## src/rtl/vga_timing_gen.sv

```systemverilog
// VGA timing source: divides the board clock down to the pixel rate, scans x/y, and registers
// sync, blank and colour to the DAC pins exactly one pixel period behind the x/y it exposes.
module vga_timing_gen #(
  parameter int unsigned CLK_DIV  = 2,
  parameter int unsigned H_ACTIVE = 640,
  parameter int unsigned H_FP     = 16,
  parameter int unsigned H_SYNC   = 96,
  parameter int unsigned H_BP     = 48,
  parameter int unsigned V_ACTIVE = 480,
  parameter int unsigned V_FP     = 10,
  parameter int unsigned V_SYNC   = 2,
  parameter int unsigned V_BP     = 33
) (
  input  logic       clk,
  input  logic       rst,
  input  logic [7:0] r_in,
  input  logic [7:0] g_in,
  input  logic [7:0] b_in,
  output logic [9:0] x,
  output logic [9:0] y,
  output logic       active,
  output logic       frame_start,
  output logic       vga_clk,
  output logic       vga_hs,
  output logic       vga_vs,
  output logic       vga_blank_n,
  output logic       vga_sync_n,
  output logic [7:0] vga_r,
  output logic [7:0] vga_g,
  output logic [7:0] vga_b
);

  localparam int unsigned HTotal = H_ACTIVE + H_FP + H_SYNC + H_BP;
  localparam int unsigned VTotal = V_ACTIVE + V_FP + V_SYNC + V_BP;
  localparam int unsigned DivW   = (CLK_DIV > 1) ? $clog2(CLK_DIV) : 1;

  logic [DivW-1:0] div_cnt_q, div_cnt_d;
  logic [9:0]      h_cnt_q, h_cnt_d;
  logic [9:0]      v_cnt_q, v_cnt_d;
  logic            vga_clk_q, vga_clk_d;
  logic            frame_start_q, frame_start_d;
  logic            hs_q, vs_q, blank_n_q;
  logic [7:0]      r_q, g_q, b_q;

  logic pix_ce, h_last, v_last, hs_raw, vs_raw;

  assign pix_ce = (div_cnt_q == DivW'(CLK_DIV - 1));
  assign h_last = (h_cnt_q == 10'(HTotal - 1));
  assign v_last = (v_cnt_q == 10'(VTotal - 1));

  assign active = (h_cnt_q < 10'(H_ACTIVE)) && (v_cnt_q < 10'(V_ACTIVE));
  assign hs_raw = !((h_cnt_q >= 10'(H_ACTIVE + H_FP)) &&
                    (h_cnt_q <  10'(H_ACTIVE + H_FP + H_SYNC)));
  assign vs_raw = !((v_cnt_q >= 10'(V_ACTIVE + V_FP)) &&
                    (v_cnt_q <  10'(V_ACTIVE + V_FP + V_SYNC)));

  always_comb begin
    div_cnt_d     = pix_ce ? '0 : div_cnt_q + DivW'(1);
    h_cnt_d       = h_cnt_q;
    v_cnt_d       = v_cnt_q;
    if (pix_ce) begin
      h_cnt_d = h_last ? '0 : h_cnt_q + 10'd1;
      if (h_last) begin
        v_cnt_d = v_last ? '0 : v_cnt_q + 10'd1;
      end
    end
    // Registered from the next divider value so vga_clk tracks div_cnt without a lag cycle,
    // putting its rising edge mid-way through each stable output window.
    vga_clk_d     = (div_cnt_d >= DivW'(CLK_DIV / 2));
    frame_start_d = pix_ce && h_last && v_last;
  end

  always_ff @(posedge clk or posedge rst) begin
    if (rst) begin
      div_cnt_q     <= '0;
      h_cnt_q       <= '0;
      v_cnt_q       <= '0;
      vga_clk_q     <= 1'b0;
      frame_start_q <= 1'b0;
      hs_q          <= 1'b1;
      vs_q          <= 1'b1;
      blank_n_q     <= 1'b0;
      r_q           <= '0;
      g_q           <= '0;
      b_q           <= '0;
    end else begin
      div_cnt_q     <= div_cnt_d;
      h_cnt_q       <= h_cnt_d;
      v_cnt_q       <= v_cnt_d;
      vga_clk_q     <= vga_clk_d;
      frame_start_q <= frame_start_d;
      if (pix_ce) begin
        hs_q      <= hs_raw;
        vs_q      <= vs_raw;
        blank_n_q <= active;
        r_q       <= active ? r_in : '0;
        g_q       <= active ? g_in : '0;
        b_q       <= active ? b_in : '0;
      end
    end
  end

  assign x           = h_cnt_q;
  assign y           = v_cnt_q;
  assign frame_start = frame_start_q;
  assign vga_clk     = vga_clk_q;
  assign vga_hs      = hs_q;
  assign vga_vs      = vs_q;
  assign vga_blank_n = blank_n_q;
  assign vga_sync_n  = 1'b0;
  assign vga_r       = r_q;
  assign vga_g       = g_q;
  assign vga_b       = b_q;

endmodule
```

## config.mk

```make
export PLATFORM = sky130hd
export DESIGN_NAME = vga_timing_gen
export DESIGN_NICKNAME = d
export VERILOG_FILES = /design/src/rtl/vga_timing_gen.sv
export SDC_FILE = /design/constraint.sdc
export NUM_CORES = 1
export LEC_CHECK = 0
export BUFFER_PORTS_ARGS = -buffer_cell sky130_fd_sc_hd__buf_2
export CAP_MARGIN = 25
export CORE_MARGIN = 2
export CORE_UTILIZATION = 50
export CTS_BUF_LIST = sky130_fd_sc_hd__clkbuf_4
export CTS_CLUSTER_SIZE = 30
export DETAILED_ROUTE_END_ITERATION = 8
export PLACE_DENSITY = 0.86
export SYNTH_ARGS = -nofsm -noshare
export SYNTH_HDL_FRONTEND = slang
export SYNTH_SLANG_ARGS = --single-unit
```

## constraint.sdc

```tcl
create_clock -name clk -period 2.61 [get_ports clk]
set_clock_uncertainty 0.05 [all_clocks]
set_input_delay 0 -clock clk [delete_from_list [all_inputs] [get_ports clk]]
set_output_delay 0 -clock clk [all_outputs]
set_load 0.005 [all_outputs]
```

## Yosys cells after proc, flatten, opt, wreduce, memory -nomap -nowiden

Cells that the tools add are included.

| word-level totals | value |
|---|---|
| logic and storage cells | 37 |
| bits in read-only memories | 0 |
| bits in writable memories | 0 |
| register bits after elaboration | 50 |
| memories kept | 0 |
| latch bits | 0 |
| input port bits | 26 |
| output and inout bits | 51 |

| operators by class | value |
|---|---|
| order comparisons | 7 |
| add/subtract/negate cells | 3 |
| reductions and logical operators | 8 |
| bitwise operators | 0 |
| muxes and demuxes | 6 |
| div/mod/pow operators | 0 |
| multipliers | 0 |
| equality and inequality tests | 2 |
| shifts and indexed selects | 0 |

Operator list:

| operator | number |
|---|---|
| $mux W8 | 3 |
| $add A10 B1 Y10 const B | 2 |
| $eq A10 B10 Y1 const B | 2 |
| $lt A10 B10 Y1 const B | 2 |
| $lt A10 B9 Y1 const B | 2 |
| $mux W10 | 2 |
| $ge A10 B10 Y1 const B | 1 |
| $ge A10 B9 Y1 const B | 1 |
| $logic_and A1 B1 Y1 | 5 |
| $logic_not A1 Y1 | 2 |
| $reduce_and A2 Y1 | 1 |
| $add A1 B1 Y1 const B | 1 |
| $ge A1 B1 Y1 const B | 1 |
| $mux W1 | 1 |

## Longest topological paths before layout

| logic depth | value |
|---|---|
| word-level depth | 3 |
| mapped depth | 6 |
| depth with buffers taken out | 6 |

## Worst setup path before layout

Ideal clock, no wire load.

| path | value |
|---|---|
| kind | reg2reg |
| start point | reg h_cnt_q[7], in the netlist x[7] |
| end point | reg v_cnt_q[9], in the netlist y[9] |
| buffers on the path | 1 |
| data required time | 2.483 ns |
| stages on the path, launching flop included | 6 |
| data arrival time | 2.212 ns |
| setup slack | 0.270 ns |
| cell sequence | dfrtp_1 or4b_4 or4_1 buf_2 or4_1 a21oi_1 |

| on the way | value |
|---|---|
| longest elaborated chain between the ends | 2 |

RTL lines:

| element | line | RTL |
|---|---|---|
| from (decl) | 38 | `logic [9:0] h_cnt_q, h_cnt_d;` |
| from (signal assigned) | 88 | `h_cnt_q <= h_cnt_d;` |
| $eq A10 B10 Y1 | 48 | `assign h_last = (h_cnt_q == 10'(HTotal - 1));` |
| $reduce_and A2 Y1 (no source line) | -- |  |
| to (signal assigned) | 89 | `v_cnt_q <= v_cnt_d;` |
| to (decl) | 39 | `logic [9:0] v_cnt_q, v_cnt_d;` |

Every way passes these cells.
A chain may end at the register's enable or synchronous reset.

## Worst setup path after layout

Ends and elaborated chain as after synthesis.

==> run_results.csv <==
group,metric,value,unit
sta,maxClockFrequency,406,MHz
setup_path,setup.worst_path.start,"x[7]",
place,gp_congestion,0.875,
cts,htreeDepth,2,
logic_synthesis,synth_area,0.00215,mm2
die,die_w,69.6,um
detailed_routing,drt-pass1-iter-count,4,
logic_synthesis,synth_ff_type,"dfrtp_1",
logic_synthesis,synth_nets,234,
global_routing,grt_max_degree,50,
sta,relSlewSlack,0.447,
setup_path,path_max_fanout,9,
place,post-place-ws,0.187,ns
sta,hold_slack,0.183,ns
detailed_routing,vias_per_cell,5.43,
finish,regArea,0.00123,mm2
logic_synthesis,synth_top_area_share,0.546,
global_routing,antenna_found_initial,0,
detailed_routing,wire_per_inst,16.0,um
global_routing,grt_pass1_wl,8.49,mm
cts,numCtsBuffers,5,
place,numPortBuffers,75,
logic_synthesis,synth-seq-cells,49,
job,drv_cap,0,
logic_synthesis,synth-edff-count,0,
place,dp.final_hpwl,3.36,mm
cts,cts_sinks,49,
cts,cts-root-buf,"clkbuf_4",
detailed_routing,drtAntennaViolNets,0,
sta,worst-slew-pin-transition,0.828,ns
finish,drive_gt1_frac,0.303,
setup_path,timing.rr.start,"x[7]",
finish,nets,333,
setup_path,crit_arrival,2.71,ns
die,die_h,69.6,um
die,rows,23,
global_routing,grt_overflow_total,0,
logic_synthesis,avgSynthCellArea,10.6,um2
detailed_routing,routed_wl,5.66,mm
cts,cts.clk_slew.worst_paths,0.14,ns
cts,cts_setup_buffers,0,
logic_synthesis,postSynth.asyncResetShare,1.00,
power,vdd_ir_drop_max,0.334,mV
worst_hold_path,worst_hold_path_type,"in -> async",
cts,clock_latency,0.37,ns
finish,syn_to_final_growth,34.7,%
logic_synthesis,yosys-top-cells-count,"dfrtp_1 (47), nand2_1 (30), o2bb2ai_1 (24)",
logic_synthesis,synth_cells,204,
sta,fin_crit_sh,0.943,
detailed_routing,wl_met2,2.90,mm
logic_synthesis,synth_area_leaders,"dfrtp_1 (55%), o2bb2ai_1 (9.8%), nand2_1 (5.2%)",
sta,timing.final.crit_period,2.46,ns
logic_synthesis,ys_seq_area_frac,0.570,
cts,cts_tree,"yes",
place,placed_area,0.00256,mm2
detailed_routing,met3_length,276,um
sta,fin_setup_tns,0,ns
run_status,outcome,"finished, final reports clean",
setup_path,cp-end-kind,"register",
setup_path,cp-start-kind,"register",
logic_synthesis,netlist-cell-type-count,29,
detailed_routing,drcViolationCount,0,
finish,antenna_cells,0,
finish,fin_util,0.710,
finish,fillers,326,
global_routing,grt_usage,0.223,
finish,multi_input_area,846,um2
setup_path,critical_path_class,"reg -> reg",
sta,setup_viol,0,
power,leakage,1.43,nW
finish,final_cell_area,0.00290,mm2
die,core_area,0.00409,mm2
logic_synthesis,yosys_warnings,0,
detailed_routing,topRoutingLayerUsed,"met4",
detailed_routing,vias,1923,
sta,rsz0062_at_grt,"no",
die,start_util,0.527,
setup_path,required,2.86,ns
sta,layout_setup_ws,0.149,ns
logic_synthesis,yosys.area.top_type,"dfrtp_1",
sta,finalHoldViolations,0,
cts,clockBufferDepth,2,
detailed_routing,wl_met1,2.25,mm
sta,maxSlewViolCount,0,
die,dieArea,0.00485,mm2
logic_synthesis,yosysMostFrequentCell,"dfrtp_1",
global_routing,grt_pass1_vias,1693,
die,ioPinCount,77,
detailed_routing,drtIter0Drc,145,
power,cellPowerDensity,431,mW/mm2
worst paths after layout:
kind,to,slack [ns],cells after the start
worst max-delay path,y[9],0.15,4
worst min-delay path,vga_b[4],0.18,3
worst max register to register,y[9],0.15,4
worst min register to register,vga_r[1],0.45,1
max in group asynchronous,vga_hs,1.73,4
min in group clk,vga_b[0],0.36,4
flip-flops by register name, summed over array words and instances, names as in the netlist:
register and flops:
x 10, y 10, vga_b 8, vga_g 8
vga_r 8, div_cnt_q 1, frame_start 1, vga_blank_n 1
vga_hs 1, vga_vs 1
layer usage:
metal,track usage,up-vias
li1,-,909
met1,0.280,932
met2,0.368,65
met3,0.0538,17
met4,0.0983,0
met5,0,-
per-stage QoR:
stage	power, mW	instances
after floorplan	0.833	204
after global placement	0.875	320
after detailed placement	0.878	320
after CTS	1.26	353
after global routing	1.30	354
final	1.25	354
power by group:
| part | switching (mW) | internal (mW) |
|---|---|---|
| clock | 0.234 | 0.116 |
| sequential | 0.0107 | 0.778 |
| combinational | 0.0480 | 0.0636 |
critical path, stage by stage (launching register included):
cell and delay (ns):
dfrtp_1 0.46, or4b_4 0.57, or4_1 0.67, or4_1 0.51, a21oi_1 0.15
kinds of logic (layout without fill, tap and decap cells):
| logic type | count (synthesis) | count (layout) | share of synthesized area |
|---|---|---|---|
| AND/OR/NAND/NOR | 77 | 77 | 0.175 |
| other | 1 | 1 | 0.00174 |
| buffers and inverters | 20 | 120 | 0.0372 |
| XOR/XNOR | 13 | 13 | 0.0528 |
| adder cells (fa/ha/maj) | 4 | 4 | 0.0232 |
| multiplexers | 1 | 1 | 0.00465 |
| flip-flops | 49 | 49 | 0.570 |
| AO/OA/AOI/OAI | 39 | 39 | 0.135 |
placed cells by master (no fill, tap or decap), types with 2 or more instances in the layout:
cell,Yosys,layout
dfstp_2,2,2
nor4_1,4,4
xnor2_1,8,8
dfrtp_1,47,47
o2bb2ai_1,24,24
xor2_1,5,5
and3_1,4,4
inv_1,8,7
nor2_1,12,12
dlygate4sd3_1,0,25
nand2_1,30,30
nor3_1,3,3
nand3_1,9,9
nand4_1,5,5
clkinvlp_4,0,2
a21oi_1,5,5
or4_1,3,3
clkbuf_4,0,6
buf_4,1,3
or3_1,3,3
ha_1,4,4
buf_2,1,75
o21ai_0,8,8
final cells by class:
| cell class | instances | area share |
|---|---|---|
| Clock inverter | 2 | 0.00517 |
| Timing Repair Buffer | 104 | 0.233 |
| Clock buffer | 6 | 0.0155 |
| Multi-Input combinational cell | 135 | 0.291 |
| Sequential cell | 49 | 0.423 |
| Tap cell | 50 | 0.0216 |
| Inverter | 8 | 0.0103 |
repair_timing:
item | CTS | global route
hold buffers | 25 | 0
gates resized for setup | 0 | 0
hold endpoints to repair | 71 | 0
Note: power is estimated with default switching activity, not from simulation.
